`config.mk`:
```
export PLATFORM = sky130hd
export DESIGN_NAME = prsc_sched
export DESIGN_NICKNAME = d
export VERILOG_FILES = /design/src/rtl/prsc_sched_pkg.sv /design/src/rtl/prsc_sched_rr_arbiter.sv /design/src/rtl/prsc_sched.sv
export SDC_FILE = /design/constraint.sdc
export NUM_CORES = 1
export LEC_CHECK = 0
export ABC_AREA = 1
export BUFFER_PORTS_ARGS = -buffer_cell sky130_fd_sc_hd__buf_4
export CAP_MARGIN = 20
export CORE_MARGIN = 2
export CORE_UTILIZATION = 54
export CTS_BUF_LIST = sky130_fd_sc_hd__clkbuf_4
export CTS_CLUSTER_DIAMETER = 40
export DETAILED_ROUTE_END_ITERATION = 10
export PLACE_DENSITY_LB_ADDON = 0.1
export RECOVER_POWER = 25
export SYNTH_ARGS = -nofsm -noshare
export SYNTH_HDL_FRONTEND = slang
export SYNTH_SLANG_ARGS = --single-unit
```
`constraint.sdc`:
```
create_clock -name clk_i -period 3.3 [get_ports clk_i]
set_clock_uncertainty 0.2 [all_clocks]
set_input_delay 0 -clock clk_i [delete_from_list [all_inputs] [get_ports clk_i]]
set_output_delay 0 -clock clk_i [all_outputs]
set_load 0.005 [all_outputs]
```
`src/rtl/prsc_sched_pkg.sv`:
```
// prsc_sched_pkg: shared types, default sizes and helpers for the shared
// prescaler scheduler (prsc_sched) and its round-robin arbiter.
package prsc_sched_pkg;

  localparam int DEF_NUM_REQ = 4;
  localparam int DEF_DIV_W   = 4;
  localparam int DEF_BURST_W = 8;
  // Widest divide field eff_div can handle.
  localparam int MAX_DIV_W   = 16;

  typedef enum logic [1:0] {
    S_IDLE = 2'd0,
    S_LOAD = 2'd1,
    S_RUN  = 2'd2
  } state_e;

  // A divide ratio of zero behaves like one (tick every cycle).
  function automatic logic [MAX_DIV_W-1:0] eff_div(input logic [MAX_DIV_W-1:0] d);
    return (d == '0) ? MAX_DIV_W'(1) : d;
  endfunction

endpackage

```
`src/rtl/prsc_sched_rr_arbiter.sv`:
```
// rr_arbiter: combinational round-robin pick. Searches upward from ptr with
// wrap and returns the first active requester as one-hot plus its index.
// Caller is responsible for only using the result when req is nonzero.
module rr_arbiter #(
  parameter int NUM_REQ = 4,
  parameter int IW      = $clog2(NUM_REQ)
) (
  input  logic [NUM_REQ-1:0] req,
  input  logic [IW-1:0]      ptr,
  output logic [NUM_REQ-1:0] gnt,
  output logic [IW-1:0]      idx
);

  logic [IW:0]   sum;
  logic [IW-1:0] j;
  logic          found;

  // Walk candidates ptr, ptr+1, ... (mod NUM_REQ); first active one wins.
  always_comb begin
    gnt   = '0;
    idx   = '0;
    found = 1'b0;
    sum   = '0;
    j     = '0;
    for (int i = 0; i < NUM_REQ; i++) begin
      sum = {1'b0, ptr} + (IW+1)'(i);
      if (sum >= (IW+1)'(NUM_REQ)) sum = sum - (IW+1)'(NUM_REQ);
      j = sum[IW-1:0];
      if (!found && req[j]) begin
        found  = 1'b1;
        gnt[j] = 1'b1;
        idx    = j;
      end
    end
  end

endmodule

```
`src/rtl/prsc_sched.sv`:
```
// prsc_sched: one shared tick prescaler time-multiplexed between NUM_REQ
// timer requesters. IDLE arbitrates round-robin and latches the winner's
// divide/burst, LOAD presents the grant, RUN emits burst ticks spaced by the
// effective divide ratio, then the grant is released for one IDLE cycle.
// Optional build macro PRSC_SCHED_ABORT_EN: adds abort_o and cancels a burst
// when the granted requester drops its request during RUN.
module prsc_sched
  import prsc_sched_pkg::*;
#(
  parameter int NUM_REQ = DEF_NUM_REQ,
  parameter int DIV_W   = DEF_DIV_W,
  parameter int BURST_W = DEF_BURST_W
) (
  input  logic                       clk_i,
  input  logic                       rstn_i,
  input  logic                       en_i,
  input  logic [NUM_REQ-1:0]         req_i,
  input  logic [NUM_REQ*DIV_W-1:0]   div_i,
  input  logic [NUM_REQ*BURST_W-1:0] burst_i,
  output logic [NUM_REQ-1:0]         gnt_o,
  output logic                       tick_o,
  output logic [NUM_REQ-1:0]         done_o,
  output logic                       busy_o
`ifdef PRSC_SCHED_ABORT_EN
  ,
  output logic                       abort_o
`endif
);

  localparam int IW = $clog2(NUM_REQ);

  state_e                          state;
  logic   [IW-1:0]                 ptr;
  logic   [IW-1:0]                 ptr_nxt;
  logic   [NUM_REQ-1:0]            arb_gnt;
  logic   [IW-1:0]                 arb_idx;
  logic   [NUM_REQ-1:0][DIV_W-1:0]   div_arr;
  logic   [NUM_REQ-1:0][BURST_W-1:0] burst_arr;
  logic   [DIV_W-1:0]              div_lat;   // already max(div,1)
  logic   [DIV_W-1:0]              div_cnt;
  logic   [DIV_W-1:0]              cnt_nxt;
  logic   [BURST_W-1:0]            tick_cnt;
  logic                            hit;
  logic                            last;
  logic                            abort_hit;

  assign div_arr   = div_i;
  assign burst_arr = burst_i;

  rr_arbiter #(.NUM_REQ(NUM_REQ), .IW(IW)) u_arb (
    .req (req_i),
    .ptr (ptr),
    .gnt (arb_gnt),
    .idx (arb_idx)
  );

  // Next pointer is one past the winner, wrapping at NUM_REQ.
  assign ptr_nxt = (arb_idx == IW'(NUM_REQ-1)) ? '0 : arb_idx + IW'(1);

  // Divider step: the cycle that reaches the effective ratio produces a tick.
  assign cnt_nxt = div_cnt + DIV_W'(1);
  assign hit     = (cnt_nxt == div_lat);
  assign last    = (tick_cnt == BURST_W'(1));

`ifdef PRSC_SCHED_ABORT_EN
  // Granted requester let go of its request while the burst is running.
  assign abort_hit = (state == S_RUN) && ((gnt_o & req_i) == '0);
`else
  assign abort_hit = 1'b0;
`endif

  // Scheduler FSM with registered outputs; en_i low freezes everything but
  // still lets one-cycle pulses fall.
  always_ff @(posedge clk_i or posedge rstn_i) begin
    if (rstn_i) begin
      state    <= S_IDLE;
      ptr      <= '0;
      div_lat  <= '0;
      div_cnt  <= '0;
      tick_cnt <= '0;
      gnt_o    <= '0;
      tick_o   <= 1'b0;
      done_o   <= '0;
      busy_o   <= 1'b0;
`ifdef PRSC_SCHED_ABORT_EN
      abort_o  <= 1'b0;
`endif
    end else begin
      tick_o <= 1'b0;
      done_o <= '0;
`ifdef PRSC_SCHED_ABORT_EN
      abort_o <= 1'b0;
`endif
      if (en_i) begin
        case (state)
          S_IDLE: begin
            if (gnt_o != '0) begin
              // Release cycle after done/abort: drop grant, no arbitration.
              gnt_o  <= '0;
              busy_o <= 1'b0;
            end else if (req_i != '0) begin
              gnt_o    <= arb_gnt;
              busy_o   <= 1'b1;
              ptr      <= ptr_nxt;
              div_lat  <= DIV_W'(eff_div(MAX_DIV_W'(div_arr[arb_idx])));
              tick_cnt <= burst_arr[arb_idx];
              div_cnt  <= '0;
              // Empty burst completes inside LOAD.
              if (burst_arr[arb_idx] == '0) done_o <= arb_gnt;
              state    <= S_LOAD;
            end
          end
          S_LOAD, S_RUN: begin
            if (state == S_LOAD && tick_cnt == '0) begin
              gnt_o  <= '0;
              busy_o <= 1'b0;
              state  <= S_IDLE;
            end else if (abort_hit) begin
`ifdef PRSC_SCHED_ABORT_EN
              abort_o <= 1'b1;
`endif
              state <= S_IDLE;
            end else if (hit) begin
              tick_o   <= 1'b1;
              div_cnt  <= '0;
              tick_cnt <= tick_cnt - BURST_W'(1);
              if (last) begin
                done_o <= gnt_o;
                state  <= S_IDLE;
              end else begin
                state  <= S_RUN;
              end
            end else begin
              div_cnt <= cnt_nxt;
              state   <= S_RUN;
            end
          end
          default: state <= S_IDLE;
        endcase
      end
    end
  end

endmodule

```
* Yosys cells after proc, flatten, opt, wreduce, memory -nomap -nowiden *
Index checks and enable logic that the tools add are counted.

cells by class
  add/subtract/negate cells = 10
  $lt $le $gt $ge = 13
  equal/unequal tests = 11
  muxes and demuxes = 73
  bitwise gates (word level) = 4
  reduce and logical (&&, ||, !) cells = 24

operator list
  kind                                                        number
  2-to-1 mux 4 bit                                            20
  2-to-1 mux 8 bit                                            5
  2-to-1 mux 2 bit                                            14
  case mux 4 bit (2 select lines)                             3
  2-to-1 mux 1 bit                                            18
  binary-select mux 8 bit (select 2 bit)                      1
  logical NOT 8 bit                                           2
  case mux 8 bit (2 select lines)                             1
  less-than comparator 2 x 3 -> 1 bit, second input constant  5
  bitwise OR 4 bit                                            3
  != test 2 bit, second input constant                        5
  >= comparator 3 bit, second input constant                  3
  binary-select mux 1 bit (select 2 bit)                      4
  binary-select mux 4 bit (select 2 bit)                      1
  demux 1 bit (select 2 bit)                                  4
  equality test 8 x 1 -> 1 bit, second input constant         1
  >= comparator 2 x 1 -> 1 bit, second input constant         4
  logical AND 1 bit                                           8
  AND reduction 4 bit                                         2
  nonzero test 4 bit                                          2
  subtractor 2 x 1 -> 2 bit, second input constant            4
  subtractor 8 x 1 -> 8 bit, second input constant            1
  adder 2 x 2 -> 3 bit, second input constant                 2
  AND reduction 6 bit                                         1
  other kinds (18)                                            21

storage, ports and cells
  register bits after elaboration = 30
  bits of input ports = 55
  word-level logic and storage cells = 144

* Logic depth before layout (Yosys ltp) *
  depth after elaboration = 22
  depth in mapped cells = 19

* Modules after synthesis *
From an unflattened synthesis, not the netlist that was laid out.

unflattened totals
  cells, all modules = 409
  area total of the unflattened synthesis = 2,701.3 um^2

by module, submodules not included
  module      instances  cells an instance  area each (um^2)
  prsc_sched  1          327                2,224.6
  rr_arbiter  1          82                 476.7

* Least setup slack after synthesis *
OpenSTA, ideal clock, no wires.

  path kind = register to register
  from = register ptr[0]
  to = register done_o[0]
  setup time = 77 ps
  data arrival time = 2,379 ps
  data required time = 3,023 ps
  slack = 644 ps
  stages on the path, launching flop included = 18
  buffers on the path = 2
  period minus slack after synthesis = 2,656 ps
  path through = dfrtp_1 -> buf_6 -> inv_8 -> ha_1 -> inv_1 -> nand3_2 -> nand2_4 -> inv_2 -> nor2_8 -> nand4_4 -> buf_4 -> nand3_1 -> nand3_2 -> nand2_1 -> nand2_1 -> nor2_2 -> nand3_1 -> a21oi_1

between the ends
  word-level cells in the longest chain between the ends = 22
  elaborated cells on any way between the ends = 71

ends and longest elaborated chain
  element                                                        RTL line           source
  start: declaration                                             prsc_sched.sv:33   logic [IW-1:0] ptr;
  start signal: assignment                                       prsc_sched.sv:104  ptr <= ptr_nxt;
  branches (longest 17 deep; another with adder 2 x 1 -> 3 bit)  n/a
  2-to-1 mux 4 bit (*)                                           prsc_sched.sv:109  if (burst_arr[arb_idx] == '0) done_o <= arb_gnt;
  2-to-1 mux 4 bit (*)                                           prsc_sched.sv:101  end else if (req_i != '0) begin
  2-to-1 mux 4 bit (*)                                           prsc_sched.sv:97   if (gnt_o != '0) begin
  case mux 4 bit (2 select lines) (*)                            prsc_sched.sv:95   case (state)
  2-to-1 mux 4 bit (*)                                           prsc_sched.sv:94   if (en_i) begin
  end signal: assignment                                         prsc_sched.sv:109
  end signal: assignment                                         prsc_sched.sv:128  done_o <= gnt_o;
  end: declaration                                               prsc_sched.sv:22   output logic [NUM_REQ-1:0] done_o,

Mark *: on every way between the ends. The select of a mux whose other input is x is not followed.
A chain may end at the register's enable or synchronous reset.

* Worst setup path after layout *
  from = register ptr[1]
  to = register done_o[1]

Same word-level chain as after synthesis.

==> metrics <==
commonest cells in the synthesized netlist nand2_1, nand3_1, inv_1; layout cell share with drive strength beyond 1 0.234; critical setup path kind register to register; top_reg_cell synth dfrtp_1; most frequent cell after synthesis nand2_1; required time worst endpoint 3.33 ns; CTS sink count 30; die width 74.2 um; critical path launch point type register; worst setup margin 0.204 ns; status finished, violations left; EDFF count, synth 0; CP max stage delay 0.49 ns; number of global-route vias before repair 2,933; Post-Route Utilization 0.788; cell at the slowest stage of the critical path dfrtp_2; Rows 25; Max FO, Critical Path 26; DR vias/cell 5.50; violated checks capacitance limit, slew limit; Initial Utilization 0.560; area taken by multi-input logic gates 0.00170 mm2; total CTS buffers 5; via count 3,049; worst min-delay path class input pin to register; Mapped Cells 372; DIE AREA 0.00551 mm2; Post-DP HPWL 5.17 mm; Max Root-Sink Buffers 2; Fillers 337; Final ANT Viol Nets 0; Max Freq 323 MHz; Tot GR Track Use 0.299; synthesis-to-layout area growth 40.7%; leading area contributor after synthesis dfrtp_1; htree depth 2; synthesized area per cell 7.16 um2; I/O pin cnt 65; RSZ-0062 raised after global routing false; Die H 74.2 um; clock-pin slew on the worst setup and hold paths 0.10 ns; buffers and inverters on the worst path 3; slew at the pin closest to its max-slew limit 1.63 ns; final WL 7.92 mm; Clk Latency, worst-skew pair 0.32 ns; setup violators final 0; Avg WL per Cell 14.3 um; total grt overflow 0; Nets 556; MaxCap Viol Count 1; P_leak 1.89 nW; Synth Net Count 441; # DRC 0; CTS root buf clkbuf_4; Pwr Density 1040 mW/mm2; Synth cell types 41; top cells by area, synth dfrtp_1, nand2_1, nand3_1; first-pass GRT wire length 12.8 mm; final worst-path cycle share 0.938; Yosys top cell area share 0.282; number of port buffers 64; Seq. cell area 752 um2; Seq/Total Area, Yosys 0.282; antenna cell count 0; count of final max-slew check failures 31; CP top delay family simple AND/OR/NAND/NOR gates; Worst EP arrival 3.13 ns; largest net degree at the start of global routing 31; Post-CTS Setup Repair Bufs 0; Mapped Area 0.00266 mm2; Final Hold Fails 0; CTS tree yes; Seq cells post-synth 30; most used cell, CP nand2_1; FFs w/ async S/R, synth 1.00; core footprint 0.00475 mm2; Rel. slew slack -0.0849; worst slack at placement 0.140 ns; critical-path cell list inv_4 -> ha_1 -> inv_1 -> nand3_2 -> nand2_4 -> inv_2 -> nor2_8 -> nand2_2 -> nand2_4 -> nand2_8 -> nand2_1 -> nand3_1 -> nand2_1 -> nand2_1 -> nor2_2 -> nand3_1 -> a21oi_1; minimum clock period 3.10 ns; initial DRC count 166; gpl congestion 0.863; setup TNS 0 ns; Worst IR Drop VDD 1.00 mV; initial antenna violation count 0; Setup crit end kind register; Synth warnings 0; Pre-Repair DR Iteration Count 5
==> worst reg2reg max path, delay by kind of cell, from the launching register on <==
| kind | cells | cell delay [ns] |
|---|---|---|
| AOI/OAI and AO/OA | 1 | 0.19 |
| adders and majority gates | 1 | 0.31 |
| buffers and inverters | 3 | 0.33 |
| DFF | 1 | 0.49 |
| and+or+nand+nor | 12 | 1.49 |
==> flip-flops by register name, indices dropped and copies added (netlist names) <==
| register | cells |
|---|---|
| tick_cnt | 8 |
| div_cnt | 4 |
| div_lat | 4 |
| done_o | 4 |
| gnt_o | 4 |
| ptr | 2 |
| state | 2 |
| busy_o | 1 |
| tick_o | 1 |
==> final timing paths <==
| path | start | end | slack [ns] | cells after the start |
|---|---|---|---|---|
| worst max register to register | ptr[1] | done_o[1] | 0.20 | 17 |
| worst min-delay path | burst_i[17] | tick_cnt[1] | 0.03 | 7 |
| worst min register to register | busy_o | busy_o | 0.29 | 2 |
| min in group asynchronous | rstn_i | done_o[1] | 0.60 | 4 |
| max in group asynchronous | rstn_i | ptr[1] | 1.25 | 4 |
| worst max-delay path | ptr[1] | done_o[1] | 0.20 | 17 |
==> layout by cell type (no fill, tap or decap), drive strengths merged <==
master       netlist  routed
mux2i              1       1
o21a               1       1
a21oi             16      16
nor4               3       3
or2                2       2
o221ai             1       1
o211ai             1       1
nor3               4       4
nor3b              1       1
a32o               2       2
clkbuf             2       9
a22o               1       1
ha                14      14
xnor2              1       1
a31oi              2       2
nand4              7       7
nor2              21      21
o21ai             18      18
dfrtp             30      30
xor2               7       7
o22ai              3       3
buf                8      66
nand2            112     112
nand3             71      71
inv               38      38
dlygate4sd3        0      50
a22oi              5       5
==> routing by layer <==
metal | global-route usage | up-vias | wire length [um]
li1 | - | 1475 | -
met1 | 0.364 | 1388 | 3170
met2 | 0.517 | 154 | 3950
met3 | 0.0610 | 32 | 516
met4 | 0.121 | 0 | 289
met5 | 0 | - | 0
==> cells by family after synthesis <==
logic type / Yosys count / synth area share
and+or+nand+nor: 221 / 0.429
adders and majority gates: 14 / 0.0658
DFF: 30 / 0.282
xor gates and xnor gates: 8 / 0.0263
buffers and inverters: 48 / 0.0836
AOI/OAI and AO/OA: 50 / 0.109
muxes: 1 / 0.00376
==> metrics by stage <==
stage	area [um2]	instances	power, mW	hold slack, ns
after floorplan	2660	372	3.02	-0.109
after global placement	3190	497	3.45	-0.0978
after detailed placement	3190	497	3.51	-0.0940
after CTS	3740	554	3.79	0.0281
after global routing	3750	554	4.28	0.101
final	3750	554	3.91	0.0297
==> area by class of cell <==
class / count / share of cell area
Sequential cell: 30 / 0.201
Clock buffer: 7 / 0.0140
Multi-Input combinational cell: 294 / 0.453
Timing Repair Buffer: 118 / 0.269
Tap cell: 67 / 0.0224
Inverter: 38 / 0.0407
==> what timing repair did <==
item	4_1_cts	5_1_grt
resized for setup	0	3
setup endpoints to repair	0	5
hold buffers	50	0
hold endpoints to repair	51	0
==> where the power goes <==
part	internal (mW)	switching, mW
logic	1.02	2.04
registers	0.513	0.125
clock network	0.0968	0.123
No activity file was read; power rests on OpenSTA's default activity.
